===== src/rtl/joy_serial_reader_if.sv =====
// Signal bundle between the joystick reader, the external 74HC165 chain and the consuming core.
// master = reader side, slave = chain/core side.
interface joy_serial_reader_if;
  logic        joy_data_i;
  logic        joy_clk_o;
  logic        joy_load_o;
  logic [11:0] joy1_o;
  logic [11:0] joy2_o;
  logic        frame_strobe_o;

  modport master (
    input  joy_data_i,
    output joy_clk_o, joy_load_o, joy1_o, joy2_o, frame_strobe_o
  );

  modport slave (
    output joy_data_i,
    input  joy_clk_o, joy_load_o, joy1_o, joy2_o, frame_strobe_o
  );
endinterface


===== src/rtl/joy_serial_reader.sv =====
// Scans two DB9 joysticks through a 74HC165 chain and presents double-buffered active-low 12-bit vectors.
// Optional macro JOY_FILTER_EN: commit a frame only when it repeats the previous frame for both players.
module joy_serial_reader #(
  parameter int unsigned CLK_HALF  = 16,
  parameter int unsigned FRAME_LEN = 26
) (
  input  logic                clk_i,
  input  logic                res_n_i,
  joy_serial_reader_if.master bus
);
  localparam int unsigned   DW        = (CLK_HALF > 1) ? $clog2(CLK_HALF) : 1;
  localparam logic [DW-1:0] DIV_LAST  = DW'(CLK_HALF - 1);
  localparam logic [4:0]    SLOT_LAST = 5'(FRAME_LEN - 1);

  logic [DW-1:0] div_q, div_d;
  logic          jclk_q, jclk_d;
  logic          sync1_q, sync2_q;
  logic [4:0]    slot_q, slot_d;
  logic          load_q, load_d;
  logic [11:0]   sh1_q, sh1_d, sh2_q, sh2_d;
  logic [11:0]   j1_q, j1_d, j2_q, j2_d;
  logic          strobe_q, strobe_d;
  logic          wrap, tick;
  logic [4:0]    map;
`ifdef JOY_FILTER_EN
  logic [11:0]   prev1_q, prev1_d, prev2_q, prev2_d;
`endif

  // {capture, bit index}; slots 0 and 1 carry no joystick data (load + chain pipeline)
  function automatic logic [4:0] slot_bit(input logic [4:0] s);
    case (s)
      5'd2,  5'd10: slot_bit = {1'b1, 4'd8};
      5'd3,  5'd11: slot_bit = {1'b1, 4'd6};
      5'd4,  5'd12: slot_bit = {1'b1, 4'd5};
      5'd5,  5'd13: slot_bit = {1'b1, 4'd4};
      5'd6,  5'd14: slot_bit = {1'b1, 4'd3};
      5'd7,  5'd15: slot_bit = {1'b1, 4'd2};
      5'd8,  5'd16: slot_bit = {1'b1, 4'd1};
      5'd9,  5'd17: slot_bit = {1'b1, 4'd0};
      5'd18, 5'd22: slot_bit = {1'b1, 4'd10};
      5'd19, 5'd23: slot_bit = {1'b1, 4'd11};
      5'd20, 5'd24: slot_bit = {1'b1, 4'd9};
      5'd21, 5'd25: slot_bit = {1'b1, 4'd7};
      default:      slot_bit = '0;
    endcase
  endfunction

  always_comb begin
    wrap     = (div_q == DIV_LAST);
    tick     = wrap && !jclk_q;
    div_d    = wrap ? '0 : div_q + 1'b1;
    jclk_d   = wrap ? ~jclk_q : jclk_q;
    slot_d   = slot_q;
    load_d   = load_q;
    sh1_d    = sh1_q;
    sh2_d    = sh2_q;
    j1_d     = j1_q;
    j2_d     = j2_q;
    strobe_d = 1'b0;
    map      = slot_bit(slot_q);
`ifdef JOY_FILTER_EN
    prev1_d  = prev1_q;
    prev2_d  = prev2_q;
`endif
    if (tick) begin
      slot_d = (slot_q == SLOT_LAST) ? '0 : slot_q + 5'd1;
      load_d = (slot_d != '0);
      if (map[4]) begin
        if (slot_q >= 5'd10 && slot_q <= 5'd21) sh2_d[map[3:0]] = sync2_q;
        else                                    sh1_d[map[3:0]] = sync2_q;
      end
      // commit uses the _d shadows so the bit sampled on the final tick is included
      if (slot_q == SLOT_LAST) begin
        strobe_d = 1'b1;
`ifdef JOY_FILTER_EN
        if (sh1_d == prev1_q && sh2_d == prev2_q) begin
          j1_d = sh1_d;
          j2_d = sh2_d;
        end
        prev1_d = sh1_d;
        prev2_d = sh2_d;
`else
        j1_d = sh1_d;
        j2_d = sh2_d;
`endif
      end
    end
  end

  always_ff @(posedge clk_i or negedge res_n_i) begin
    if (!res_n_i) begin
      div_q    <= '0;
      jclk_q   <= 1'b0;
      sync1_q  <= 1'b1;
      sync2_q  <= 1'b1;
      slot_q   <= '0;
      load_q   <= 1'b0;
      sh1_q    <= '1;
      sh2_q    <= '1;
      j1_q     <= '1;
      j2_q     <= '1;
      strobe_q <= 1'b0;
`ifdef JOY_FILTER_EN
      prev1_q  <= '1;
      prev2_q  <= '1;
`endif
    end else begin
      div_q    <= div_d;
      jclk_q   <= jclk_d;
      sync1_q  <= bus.joy_data_i;
      sync2_q  <= sync1_q;
      slot_q   <= slot_d;
      load_q   <= load_d;
      sh1_q    <= sh1_d;
      sh2_q    <= sh2_d;
      j1_q     <= j1_d;
      j2_q     <= j2_d;
      strobe_q <= strobe_d;
`ifdef JOY_FILTER_EN
      prev1_q  <= prev1_d;
      prev2_q  <= prev2_d;
`endif
    end
  end

  assign bus.joy_clk_o      = jclk_q;
  assign bus.joy_load_o     = load_q;
  assign bus.joy1_o         = j1_q;
  assign bus.joy2_o         = j2_q;
  assign bus.frame_strobe_o = strobe_q;
endmodule

===== src/flat_wrapper.sv =====
// flat-port wrapper written by rule: the top's interface ports become plain ports
module joy_serial_reader_flat 
#(
  parameter int unsigned CLK_HALF  = 16,
  parameter int unsigned FRAME_LEN = 26
)
  (clk_i, res_n_i, bus_joy_data_i, bus_joy_clk_o, bus_joy_load_o, bus_joy1_o, bus_joy2_o, bus_frame_strobe_o);
  joy_serial_reader_if bus_i ();
  input  logic clk_i;
  input  logic res_n_i;
  input wire logic [$bits(bus_i.joy_data_i)-1:0] bus_joy_data_i;
  output wire logic [$bits(bus_i.joy_clk_o)-1:0] bus_joy_clk_o;
  output wire logic [$bits(bus_i.joy_load_o)-1:0] bus_joy_load_o;
  output wire logic [$bits(bus_i.joy1_o)-1:0] bus_joy1_o;
  output wire logic [$bits(bus_i.joy2_o)-1:0] bus_joy2_o;
  output wire logic [$bits(bus_i.frame_strobe_o)-1:0] bus_frame_strobe_o;
  assign bus_i.joy_data_i = bus_joy_data_i;
  assign bus_joy_clk_o = bus_i.joy_clk_o;
  assign bus_joy_load_o = bus_i.joy_load_o;
  assign bus_joy1_o = bus_i.joy1_o;
  assign bus_joy2_o = bus_i.joy2_o;
  assign bus_frame_strobe_o = bus_i.frame_strobe_o;
  joy_serial_reader #(.CLK_HALF(CLK_HALF), .FRAME_LEN(FRAME_LEN)) u_core (.clk_i(clk_i), .res_n_i(res_n_i), .bus(bus_i));
endmodule

===== config.mk =====
export PLATFORM = sky130hd
export DESIGN_NAME = joy_serial_reader_flat
export DESIGN_NICKNAME = d
export VERILOG_FILES = /design/src/rtl/joy_serial_reader_if.sv /design/src/rtl/joy_serial_reader.sv /design/src/flat_wrapper.sv
export SDC_FILE = /design/constraint.sdc
export NUM_CORES = 1
export LEC_CHECK = 0
export ABC_AREA = 0
export CELL_PAD_IN_SITES_DETAIL_PLACEMENT = 1
export CELL_PAD_IN_SITES_GLOBAL_PLACEMENT = 2
export CORE_MARGIN = 2
export CORE_UTILIZATION = 25
export CTS_BUF_LIST = sky130_fd_sc_hd__clkbuf_2
export DETAILED_ROUTE_END_ITERATION = 12
export DONT_BUFFER_PORTS = 1
export PLACE_DENSITY = 0.49
export RECOVER_POWER = 25
export SYNTH_ARGS = -nofsm -noshare
export SYNTH_HDL_FRONTEND = slang
export SYNTH_SLANG_ARGS = --single-unit

===== constraint.sdc =====
create_clock -name clk_i -period 4.98 [get_ports clk_i]
set_clock_uncertainty 0.15 [all_clocks]
set_input_delay 0.996 -clock clk_i [delete_from_list [all_inputs] [get_ports clk_i]]
set_output_delay 0.996 -clock clk_i [all_outputs]
set_load 0.02 [all_outputs]

# [After elaboration in Yosys (flattened, before gate mapping)]
# Memory sizes are Yosys's and may differ from the RTL's.
# Index checks and enable logic that the tools add are counted.
[totals] reg_bits=62 romBits=160 in_bits=3 wordCells=39 n_memories=1
[op_classes] n_addsub=2 magnitude_cmp=4 n_eq_ne=2 muxes=12 n_bitwise=1 reduce_logical=6
[mem_list] memory="(no name shown)" words=32 word_bits=5 read_ports=1 rd_ports_with_merged_regs=0 write_ports=0 line="joy_serial_reader.sv:31" rtl="case (s)"
[ops] operator="12-bit two-way mux" n=4
[ops] operator="12-bit bitwise mux" n=2
[ops] operator="5-bit by 1-bit adder with 5-bit output (second input constant)" n=1
[ops] operator="5-bit == test (second input constant)" n=1
[ops] operator="5-bit by 4-bit greater-or-equal comparator with 1-bit output (second input constant)" n=1
[ops] operator="5-bit less-or-equal comparator (second input constant)" n=1
[ops] operator="4-bit by 5-bit less-than comparator with 1-bit output (second input constant)" n=1
[ops] operator="5-bit two-way mux" n=1
[ops] operator="5-bit nonzero test" n=1
[ops] operator="4-bit by 1-bit adder with 4-bit output (second input constant)" n=1
[ops] operator="1-bit demux with 4-bit select" n=1
[ops] operator="4-bit == test (second input constant)" n=1
[ops] operator="4-bit by 1-bit greater-or-equal comparator with 1-bit output (second input constant)" n=1
[ops] operator="4-bit two-way mux" n=1
[ops] operator="1-bit logical AND" n=3
[ops] operator="1-bit two-way mux" n=3
[ops] operator="2-bit AND reduction" n=1
[ops] operator="1-bit zero test" n=1
[ops] operator="1-bit NOT" n=1

# [Depth between registers and ports, before layout]
# An unclocked memory read counts as a cell.
[logic_depth] depth_word=8 depth_mapped=10 ltp_nobuf=7

# [Least setup slack after synthesis]
# No wires, ideal clock.
[synth_path] path_type="register -> register" start="register u_core.slot_q[1]" end="register u_core.sh1_q[9]" setup_ps=85 t_arrival_ps=2817 required_ps=4745 path_slack_ps=1928 stages_incl_launch_ff=10 n_path_buf=2 synth_period_minus_slack_ps=3052 path_cell_list="dfrtp_1 -> clkbuf_1 -> inv_1 -> ha_1 -> mux2_4 -> mux4_2 -> or3_1 -> buf_6 -> nor3_2 -> mux2_1"
[synth_between] elab_chain_len=8
[synth_lines] item="start: declaration" line="joy_serial_reader.sv:18" rtl="logic [4:0] slot_q, slot_d;"
[synth_lines] item="start signal: assignment" line="joy_serial_reader.sv:112" rtl="slot_q <= slot_d;"
[synth_lines] item="memory read 32 x 5 bit"
[synth_lines] item="4-bit by 5-bit less-than comparator with 1-bit output (implied by the code) or 4-bit by 1-bit greater-or-equal comparator with 1-bit output (tied branches)" line="joy_serial_reader.sv:70" rtl="else sh1_d[map[3:0]] = sync2_q;"
[synth_lines] item="1-bit logical AND (implied by the code)" line="joy_serial_reader.sv:70"
[synth_lines] item="1-bit two-way mux (implied by the code)" line="joy_serial_reader.sv:70"
[synth_lines] item="1-bit demux with 4-bit select"
[synth_lines] item="12-bit bitwise mux" line="joy_serial_reader.sv:70"
[synth_lines] item="12-bit two-way mux" line="joy_serial_reader.sv:69" rtl="if (slot_q >= 5'd10 && slot_q <= 5'd21) sh2_d[map[3:0]] = sync2_q;"
[synth_lines] item="12-bit two-way mux (*)" line="joy_serial_reader.sv:68" rtl="if (map[4]) begin"
[synth_lines] item="end signal: assignment" line="joy_serial_reader.sv:98" rtl="sh1_q <= '1;"
[synth_lines] item="end signal: assignment" line="joy_serial_reader.sv:114" rtl="sh1_q <= sh1_d;"
[synth_lines] item="end: declaration" line="joy_serial_reader.sv:20" rtl="logic [11:0] sh1_q, sh1_d, sh2_q, sh2_d;"
# Every way passes the cells marked *; elsewhere a longest branch is shown, timed or not.
# A chain may end at the register's enable or synchronous reset.

# [Worst setup path after layout]
# Ends and elaborated chain as after synthesis.

==> results.sh <==
export IMPL_nets=302
export IMPL_core_sq_um=12000
export IMPL_num_io_pins=30
export IMPL_die_height_um=115
export IMPL_grt_util_all_layers_pct=13.4
export IMPL_yosysWarnings=0
export IMPL_yosysUniqueCellTypes=44
export IMPL_worstPathCellList="inv_1, ha_1, mux2_4, mux4_2, or3_1, nor3_2, mux2_1"
export IMPL_multiInputGateArea_sq_um=1340
export IMPL_root_buffer="clkbuf_2"
export IMPL_crit_type="flip-flop to flip-flop"
export IMPL_ir_worst_vdd_mv=0.0944
export IMPL_async_reset_ff_share_pct=100
export IMPL_seq_area_frac_synth_pct=52.4
export IMPL_cts_resized=0
export IMPL_wirelength_mm=8.12
export IMPL_grt_pass1_vias=2356
export IMPL_final_max_slew_viol_count=0
export IMPL_cp_required_ns=5.31
export IMPL_drv_cap=0
export IMPL_layout_min_cycle_time_ns=3.39
export IMPL_drtPass1Iterations=4
export IMPL_p_per_area_nw_per_um2=237
export IMPL_fin_tns_setup_ns=0
export IMPL_synth_largest_area_cell="dfstp_2"
export IMPL_wl_per_cell_um=18.2
export IMPL_min_period_over_period_pct=68.1
export IMPL_fillCellCount=1375
export IMPL_syn_nets=306
export IMPL_synth_area_top_cells="dfstp_2 43%, o21ai_0 12%, dfrtp_1 9.8%, o31ai_1 3.9%, nand2_1 3.4%"
export IMPL_synth_edf_count=0
export IMPL_finish_instance_area_sq_um=3280
export IMPL_hp_class="input port to asynchronous set/reset pin"
export IMPL_synth_area_sq_um=3080
export IMPL_overflow=0
export IMPL_crit_family="multiplexers"
export IMPL_syn_inst=296
export IMPL_relSlewSlack_pct=52.7
export IMPL_finalNonFillerCells=445
export IMPL_dp_hpwl_mm=5.20
export IMPL_port_buffers=0
export IMPL_row_count=40
export IMPL_pre_cts_slack_ns=1.62
export IMPL_hold_viol=0
export IMPL_grt_setup_unrepaired="no"
export IMPL_cp_num_buf_inv=1
export IMPL_num_vias=2262
export IMPL_gp_congestion=0.708
export IMPL_critical_path_max_stage_delay_ns=0.70
export IMPL_cts_buffers_inserted=9
export IMPL_numClockSinks=62
export IMPL_grt_max_degree=52
export IMPL_worst_pin_slew_ns=0.707
export IMPL_setup_slack_ns=1.59
export IMPL_placed_area_sq_um=3190
export IMPL_ys_flop_type="dfstp_2"
export IMPL_drt_vias_per_instance=5.08
export IMPL_clk_latency_ns=0.53
export IMPL_drtIter0Drc=114
export IMPL_worst_setup_path_end_kind="flip-flop"
export IMPL_cts_setup_buffers=0
export IMPL_htree_num_levels=3
export IMPL_tritoncts="done"
export IMPL_synth_top_area_share_pct=42.7
export IMPL_die_area_sq_um=13200
export IMPL_final_layout_size_suffix_gt1_share_pct=27.9
export IMPL_crit_arrival_ns=3.72
export IMPL_dp_cells=427
export IMPL_mostFrequentLayoutCells="72 x o21ai_0, 50 x dfstp_2, 28 x nand2_1, 16 x o31ai_1, 12 x dfrtp_1"
export IMPL_drc_errors=0
export IMPL_final_common_cell="o21ai_0"
export IMPL_seq_area_sq_um=1610
export IMPL_postRouteAntennaNets=0
export IMPL_finalSetupViolations=0
export IMPL_die_w_um=115
export IMPL_avgSynthCellArea_sq_um=10.4
export IMPL_clock_tree_buffer_depth=2
export IMPL_grt_antenna_before_repair=1
export IMPL_status="finished, final reports clean"
export IMPL_power_leakage_nw=1.14
export IMPL_clk_pin_slew_ns=0.18
export IMPL_fmax_ghz=0.295
export IMPL_hold_slack_ns=0.128
export IMPL_worstSetupStartpointType="flip-flop"
export IMPL_grt_pass1_wl_mm=13.2
export IMPL_syn_to_final_growth_pct=6.59
export IMPL_cp_slowest_cell="dfrtp_1"
export IMPL_start_util_pct=25.6
export IMPL_ys_ff_latch=62
export IMPL_cp_max_fo=16
==> metal layers <==
metal | routed length, um | vias to the layer above | global-route usage [%]
li1 | - | 1099 | -
met5 | 0 | - | 0
met4 | 116 | 0 | 4.34
met1 | 3950 | 1124 | 17.4
met2 | 3720 | 32 | 20.5
met3 | 331 | 7 | 5.43
==> synth_stat cells (all sizes together), types with 2 or more instances <==
cell type   n
nand4       7
and4bb      2
clkbuf     13
nand2      28
or4         2
dfstp      50
nor2b       5
or3         2
o211ai      6
o31a        2
o31ai      16
o21a        3
buf         6
dfrtp      12
mux2       10
nor2        2
a21oi       2
nor3b       4
and4b       2
inv         6
ha          7
nor3       10
a31oi       5
nand3       6
o21ai      74
==> final cells by class <==
cell class / count / share of cell area [%]
Sequential cell: 62 / 49.2
Antenna cell: 1 / 0.0763
Tap cell: 147 / 5.61
Multi-Input combinational cell: 209 / 41.0
Timing Repair Buffer: 4 / 0.992
Clock inverter: 5 / 0.801
Inverter: 6 / 0.686
Clock buffer: 11 / 1.68
==> registers in the layout (all words and copies together), names as in the netlist, 4 cells and up <==
name and cells:
u_core.div_q 4, u_core.bus.joy2_o 12, u_core.sh2_q 12, u_core.slot_q 5, u_core.sh1_q 12, u_core.bus.joy1_o 12
==> final timing paths <==
check	from	slack, ns	depth (start not counted)	endpoint
setup / recovery	u_core.slot_q[1]$_DFFE_PN0P_	1.59	7	u_core.sh1_q[9]$_DFFE_PN1P_
hold / removal	res_n_i	0.13	0	u_core.sh2_q[6]$_DFFE_PN1P_
setup reg to reg	u_core.slot_q[1]$_DFFE_PN0P_	1.59	7	u_core.sh1_q[9]$_DFFE_PN1P_
hold reg to reg	u_core.sync1_q$_DFF_PN1_	0.22	0	u_core.sync2_q$_DFF_PN1_
max in group asynchronous	res_n_i	3.47	1	u_core.div_q[0]$_DFF_PN0_
min in group clk_i	u_core.sync1_q$_DFF_PN1_	0.22	0	u_core.sync2_q$_DFF_PN1_
==> kinds of logic after synthesis <==
group / count (synthesis) / synth area share [%]
AND/OR/NAND/NOR: 74 / 13.5
multiplexers: 12 / 4.84
flip-flops: 62 / 52.4
XOR/XNOR: 2 / 0.569
buffers and inverters: 25 / 3.90
adder cells (fa/ha/maj): 7 / 2.85
AO/OA/AOI/OAI: 114 / 22.0
==> timing repair <==
action                                  4_1_cts  5_1_grt
hold buffers                                  1        0
endpoints found under the setup margin        0        0
endpoints found under the hold margin        12        0
==> through the flow <==
stage / util (%) / total power, mW
after floorplan: - / 0.517
after global placement: 26.5 / 0.519
after detailed placement: 26.5 / 0.519
after CTS: 27.3 / 0.807
after global routing: 27.3 / 0.824
final: 27.3 / 0.778
==> report_power, final <==
part,switching [mW],internal (mW)
clock network,0.198,0.0659
registers,0.00118,0.508
logic,0.00459,0.000637
Note: power is estimated with default switching activity, not from simulation.
